--- src/rtl/sseg_pkg.sv ---
// Shared definitions for the seven-segment display arbiter and driver.
package sseg_pkg;

    typedef enum logic {
        StIdle = 1'b0,
        StHold = 1'b1
    } sseg_state_t;

    localparam int unsigned HOLD_DEFAULT = 100000000;
    localparam int unsigned DIGIT_W      = 32;

endpackage

--- src/rtl/sseg_rr_pick.sv ---
// Round-robin picker: first set bit of vec scanning from ptr upward, wrapping modulo NREQ.
module sseg_rr_pick #(
    parameter int unsigned NREQ  = 4,
    parameter int unsigned PTR_W = $clog2(NREQ)
) (
    input  logic [NREQ-1:0]  vec,
    input  logic [PTR_W-1:0] ptr,
    output logic             valid,
    output logic [NREQ-1:0]  win
);

    logic [PTR_W-1:0] idx;

    always_comb begin
        win   = '0;
        valid = 1'b0;
        idx   = '0;
        for (int i = 0; i < NREQ; i++) begin
            idx = PTR_W'((int'(ptr) + i) % NREQ);
            if (!valid && vec[idx]) begin
                win[idx] = 1'b1;
                valid    = 1'b1;
            end
        end
    end

endmodule

--- src/rtl/sseg_arb.sv ---
// Round-robin arbiter sharing one seven-segment display among NREQ sources with a minimum hold.
module sseg_arb
    import sseg_pkg::*;
#(
    parameter int unsigned NREQ  = 4,
    parameter int unsigned HOLD  = HOLD_DEFAULT,
    localparam int unsigned CNT_W = $clog2(HOLD),
    localparam int unsigned PTR_W = $clog2(NREQ)
) (
    input  logic                    clk,
    input  logic                    rst,
    input  logic [NREQ-1:0]         req,
    input  logic [DIGIT_W*NREQ-1:0] dat_i,
    input  logic [NREQ-1:0]         blink_i,
    output logic [NREQ-1:0]         gnt,
    output logic                    en,
    output logic                    mod,
    output logic [DIGIT_W-1:0]      dat
);

    localparam logic [CNT_W-1:0] RELOAD = CNT_W'(HOLD - 1);

    sseg_state_t      state;
    logic [PTR_W-1:0] ptr;
    logic [CNT_W-1:0] cnt;

    logic [NREQ-1:0]  cand;
    logic             pick_valid;
    logic [NREQ-1:0]  pick_win;
    logic [PTR_W-1:0] win_idx;
    logic [PTR_W-1:0] ptr_nxt;
    logic [PTR_W-1:0] own_idx;

    // In HOLD only the other waiters compete; the owner is excluded.
    assign cand = (state == StIdle) ? req : (req & ~gnt);

    sseg_rr_pick #(
        .NREQ  (NREQ),
        .PTR_W (PTR_W)
    ) u_pick (
        .vec   (cand),
        .ptr   (ptr),
        .valid (pick_valid),
        .win   (pick_win)
    );

    always_comb begin
        win_idx = '0;
        own_idx = '0;
        for (int k = 0; k < NREQ; k++) begin
            if (pick_win[k]) win_idx = PTR_W'(k);
            if (gnt[k])      own_idx = PTR_W'(k);
        end
    end

    assign ptr_nxt = (win_idx == PTR_W'(NREQ - 1)) ? '0 : win_idx + 1'b1;

    always_ff @(posedge clk) begin
        if (rst) begin
            state <= StIdle;
            gnt   <= '0;
            ptr   <= '0;
            cnt   <= '0;
        end else begin
            case (state)
                StIdle: begin
                    if (pick_valid) begin
                        gnt   <= pick_win;
                        ptr   <= ptr_nxt;
                        cnt   <= RELOAD;
                        state <= StHold;
                    end
                end
                StHold: begin
                    if (!(|(req & gnt))) begin
                        gnt   <= '0;
                        state <= StIdle;
                    end else if (cnt != '0) begin
                        cnt <= cnt - 1'b1;
                    end else if (pick_valid) begin
                        gnt <= pick_win;
                        ptr <= ptr_nxt;
                        cnt <= RELOAD;
                    end else begin
                        cnt <= RELOAD;
                    end
                end
                default: begin
                    gnt   <= '0;
                    state <= StIdle;
                end
            endcase
        end
    end

    assign en = |gnt;

    always_comb begin
        dat = '0;
        mod = 1'b0;
        for (int k = 0; k < NREQ; k++) begin
            if (en && own_idx == PTR_W'(k)) begin
                dat = dat_i[k*DIGIT_W +: DIGIT_W];
                mod = blink_i[k];
            end
        end
    end

endmodule

--- config.mk ---
export PLATFORM = sky130hd
export DESIGN_NAME = sseg_arb
export DESIGN_NICKNAME = d
export VERILOG_FILES = /design/src/rtl/sseg_pkg.sv /design/src/rtl/sseg_rr_pick.sv /design/src/rtl/sseg_arb.sv
export SDC_FILE = /design/constraint.sdc
export NUM_CORES = 1
export LEC_CHECK = 0
export ABC_AREA = 1
export CAP_MARGIN = 0
export CORE_MARGIN = 5
export CORE_UTILIZATION = 40
export CTS_BUF_LIST = sky130_fd_sc_hd__clkbuf_16
export CTS_CLUSTER_DIAMETER = 50
export DETAILED_ROUTE_END_ITERATION = 7
export PLACE_DENSITY = 0.81
export SYNTH_ARGS = -nofsm -noshare
export SYNTH_HDL_FRONTEND = slang
export SYNTH_SLANG_ARGS = --single-unit
--- constraint.sdc ---
create_clock -name clk -period 6.4 [get_ports clk]
set_input_delay 0.64 -clock clk [delete_from_list [all_inputs] [get_ports clk]]
set_output_delay 0.64 -clock clk [all_outputs]
set_load 0.01 [all_outputs]
# [After elaboration in Yosys (flattened, before gate mapping)]
# Cells that the tools add are included.
[word_totals] ramBits=0 mem_count=0 in_bits=138 register_bits=34 latchBits=0 mem_bits_ro=0 wordCells=107 output_inout_bits=38
[op_classes] n_reduce_logical=20 bitwise=7 n_div=0 eq_ne=8 n_shift=0 n_mux=55 addsub=5 order_cmp=8 n_mul=0
[ops] operator="2-to-1 mux 32 bit" count=4
[ops] operator="2-to-1 mux 27 bit" count=3
[ops] operator="one-hot mux 27 bit (2 select lines)" count=1
[ops] operator="2-to-1 mux 4 bit" count=8
[ops] operator="nonzero test 27 bit" count=1
[ops] operator="subtractor 27 x 1 -> 27 bit, second input constant" count=1
[ops] operator="2-to-1 mux 1 bit" count=20
[ops] operator="2-to-1 mux 2 bit" count=8
[ops] operator="< comparator 2 x 3 -> 1 bit, second input constant" count=4
[ops] operator="bitwise OR 4 bit" count=3
[ops] operator="logical AND 1 bit" count=11
[ops] operator="bitwise AND 4 bit" count=2
[ops] operator="binary-select mux 1 bit (select 2 bit)" count=4
[ops] operator="demux 1 bit (select 2 bit)" count=4
[ops] operator="greater-or-equal comparator 2 x 1 -> 1 bit, second input constant" count=4
[ops] operator="one-hot mux 4 bit (2 select lines)" count=1
[ops] operator="OR reduction 4 bit" count=2
[ops] operator="equality test 2 bit, second input constant" count=3
[ops] operator="adder 2 x 1 -> 2 bit, second input constant" count=2
[ops] operator="adder 2 bit, second input constant" count=2
[ops] operator="!= test 2 bit, second input constant" count=2
[ops] operator="inverter 4 bit" count=1
[ops] operator="one-hot mux 2 bit (2 select lines)" count=1
[ops] operator="AND reduction 2 bit" count=2
[ops] operator="7 further kinds" count=9

# [Logic depth before layout (Yosys ltp)]
[depth] depth_word=24 mapped_depth=14

# [Hierarchy]
# From an unflattened synthesis, not the netlist that was laid out.
[hier_totals] cells_unflattened=553 area_unflattened_um2=3355.7
[by_module_without_submodules] mod="sseg_arb" area_per_inst_um2=2936.6 n_inst=1 seq_area_each_um2=680.7 cells_each=477
[by_module_without_submodules] mod="sseg_rr_pick" area_per_inst_um2=419.2 n_inst=1 seq_area_each_um2=0.0 cells_each=76

# [Worst setup path before layout]
# OpenSTA, ideal clock, no wires.
[synth_timing] path_kind="register to output" startpoint="register gnt[3]" endpoint="output port dat[10]" path_buffers=2 arrival_ns=1.590 path_stages_with_launch=6 slack_ns=4.170 path_cell_list="dfxtp_1 > clkbuf_1 > nor2_1 > nand3_1 > clkbuf_1 > o2111ai_1"
[synth_between] elab_chain_cells=7
[synth_rtl] item="start: declaration" line="sseg_arb.sv:15" source="output logic [NREQ-1:0] gnt,"
[synth_rtl] item="start signal: assignment" line="sseg_arb.sv:68" source="gnt <= pick_win;"
[synth_rtl] item="start signal: assignment" line="sseg_arb.sv:81" source="gnt <= pick_win;"
[synth_rtl] item="2-to-1 mux 2 bit" line="sseg_arb.sv:52" source="if (gnt[k]) own_idx = PTR_W'(k);"
[synth_rtl] item="logical NOT 2 bit" line="sseg_arb.sv:102" source="if (en && own_idx == PTR_W'(k)) begin"
[synth_rtl] item="logical AND 1 bit" line="sseg_arb.sv:102"
[synth_rtl] item="2-to-1 mux 32 bit (3 in series)" line="sseg_arb.sv:102"
[synth_rtl] item="2-to-1 mux 32 bit (*)" line="sseg_arb.sv:102"
[synth_rtl] item="end: declaration" line="sseg_arb.sv:18" source="output logic [DIGIT_W-1:0] dat"
# Every way passes the cells marked *; elsewhere a longest branch is shown, timed or not.

# [Worst setup path after layout]
[layout_timing] startpoint="register gnt[3]" endpoint="output port dat[21]"
# Same word-level chain as after synthesis.

==> results by group <==
Drt
  – Number of vias per cell: 5.301
  – Drt first pass iters: 5
  – DRT antenna net count: 0
  – Routed length per instance: 16.72 µm
  – First-iteration detailed-routing DRC count: 202
  – DRC violations left: 0
  – DR vias: 4495
  – Post-Route WL: between 10000 and 15000 µm

Worst hold path
  – Hold crit path type: flip-flop to flip-flop
  – Hold Path Cell Cnt: 1

GRT
  – Largest net degree at the start of global routing: 40
  – GRT overflow: 0
  – Initial antenna violation count: 0
  – GRT Total Usage: 0.2453
  – Global-route wire length before repair: roughly 21000 µm
  – Vias in the first global route: around 4.1k

Flow run
  – Max_cap viols: 0

CTS
  – Root Buffer: clkbuf_16
  – # H-tree levels: 2
  – TritonCTS Buffers: 5
  – Clk buf depth: 2
  – Post-CTS Setup Bufs: 0
  – Hold_buf cts: 0
  – Worst-Skew Late Latency: 0.28 ns
  – Clock transition at path regs: 0.06 ns
  – CTS tree: built
  – CTS Sinks: 34
  – Post-CTS Resized: 0

STA
  – Tightest Pin Transition: 0.6879 ns
  – Crit share post-route: 0.4475
  – Slew margin rel.: 0.5409
  – Minimum clock period: 2.864 ns
  – Slew Viols, Final: 0
  – Setup violations, final: 0
  – Setup_tns: 0 ns
  – Final hold vios: 0
  – RSZ-0062 raised after global routing: false
  – Max frequency: 0.3492 GHz
  – Skew final: approximately 0.009 ns
  – Final WS setup: 3.536 ns

Setup path
  – Cell breakdown of the critical path: buf_4, nor2_2, buf_4, nand2_1, o2111ai_1, clkdlybuf4s50_1
  – R2r setup slk: 3.69 ns
  – CP startpoint kind: flip-flop
  – Top delay family on crit path: buffers and inverters
  – CP max stage cell: clkdlybuf4s50_1
  – Worst R2R Path Depth: 14
  – Critical Path Stages: 6
  – Crit path DAT: roughly 2.2 ns
  – Crit-path max FO: 39
  – Most used cell, CP: buf_4
  – Crit path kind: flip-flop to output port
  – Buf+Inv Stages, Crit Path: 3
  – WP data required: 5.76 ns
  – Crit. End Element: output port
  – Critical path's largest stage delay: between 0.6 and 0.7 ns

Floorplan
  – Effective utilization at floorplan: 0.4135
  – Die H: 102.6 µm
  – # rows: 33
  – IO Count: about 180
  – Die Footprint: between 0.01 and 0.015 mm²
  – CORE AREA: 0.008299 mm²
  – Die width: roughly 100 µm

Yosys
  – Synth area leader: dfxtp_1
  – Mapped cell area: approximately 0.0034 mm²
  – Async set-or-reset flop fraction in the synthesized netlist: 0
  – Share of the synthesized area in the top cell type: 0.1983
  – Yosys warns: 0
  – Post-synth EDFFs: 0
  – Count leader, synth: nand2_1
  – Post-synthesis sequential area ratio: 0.1983
  – Flop and latch count out of synthesis: 34
  – Distinct cells, synth: 34
  – Top cells by count, synth: nand2_1, nand3_1, inv_1
  – Avg Synthesized Cell Area: 5.917 µm²
  – Post-synthesis cell count: a little under 600
  – Top post-synthesis cells by area: dfxtp_1, nand2_1, nand3_1
  – Post-synth net total: 727
  – Main flop type after synthesis: dfxtp_1

Cells and area
  – Final core utilization: 0.6486
  – Share of layout cells above drive strength 1: 0.05660
  – Synth-to-layout area growth: 56.84%
  – Non-filler instance count after layout: 848
  – Net total in the final layout: 888
  – Final instance area: 0.005383 mm²

Place
  – Port Buffers: 175
  – Pre-CTS setup slack: 3.561 ns
  – DP HPWL: 11190 µm
  – Gpl congestion: 0.9879
  – Placed Cells: 839
  – Area after DPL: 0.005239 mm²

Power
  – Static leakage: 2.212 nW
  – Worst vdd ir: 257.0 µV
  – Power density over the cells: 418.7 mW/mm²

Outcome
  – Status: complete, no violations
## cell type report
cell class | count | area (µm²)
antenna | 1 | 2.502
clock buffer | 5 | 125.1
clock inverter | 3 | 16.27
fill | 740 | 2917
inverter | 61 | 236.5
multi-input combinational | 458 | 2394
sequential | 34 | 680.7
tap | 105 | 131.4
timing repair buffer | 181 | 1797
## worst paths after layout
kind	from	endpoint
setup / recovery	gnt[3]	dat[21]
hold / removal	cnt[0]	cnt[0]
setup reg to reg	ptr[1]	cnt[5]
hold reg to reg	cnt[0]	cnt[0]
## registers in the layout, summed over array words and instances (netlist names)
register and flops:
cnt 27, ptr 2, gnt 4, state 1
## power breakdown
group | switching, mW | internal, mW | leakage (nW)
clock network | 0.0877 | 0.142 | 0.0672
logic | 0.938 | 0.692 | 1.86
registers | 0.102 | 0.292 | 0.281
## layer usage
metal	GRT usage	wire length (µm)	share of wire
met4	0.07265	275	0.019
met5	0	0	0
met3	0.04939	1176	0.083
met2	0.4613	7410	0.52
met1	0.2766	5318	0.38
## per-stage QoR
stage,hold WS (ns),power [mW]
finish,0.4613,2.254
global route,0.4777,2.443
CTS,0.4561,2.250
detailed placement,0.4484,2.009
global placement,0.4406,1.975
floorplan,0.4217,1.400
## cell usage in the layout, fill, tap and decap left out, types with 4 or more instances in the layout
cell type / n
o2111ai_1: 33
nand3_1: 74
or2_2: 6
nand3_2: 5
nor2_1: 52
dfxtp_1: 34
xor2_1: 9
ha_1: 9
clkbuf_16: 5
nand2_2: 4
inv_1: 58
xnor2_1: 7
o21ai_0: 15
clkdlybuf4s50_1: 175
nand2_1: 176
nor3_1: 8
nand2_4: 5
buf_4: 6
nand4_1: 8
a21oi_1: 32
## worst reg2reg max path: stages, from the launching register on
cell      delay [ns]
dfxtp_1         0.51
inv_1           0.22
ha_1            0.38
inv_1           0.08
nand3_1         0.08
nand2_1         0.17
nand2_4         0.14
nor2_8          0.05
nand2_4         0.09
nand2_2         0.07
nand2_4         0.27
clkinv_4        0.25
nor2_1          0.17
o21ai_0         0.10
nand2_1         0.07
## cells by family (layout without fill, tap and decap cells)
family | count (synthesis) | count (layout) | share of synthesized area
buffers and inverters | 88 | 250 | 0.1057
XOR/XNOR | 16 | 16 | 0.04083
AND/OR/NAND/NOR | 347 | 347 | 0.4572
flip-flops | 34 | 34 | 0.1983
AO/OA/AOI/OAI | 86 | 86 | 0.1651
other | 0 | 1 | 0
adder cells (fa/ha/maj) | 9 | 9 | 0.03281
(Power assumes the default switching activity.)
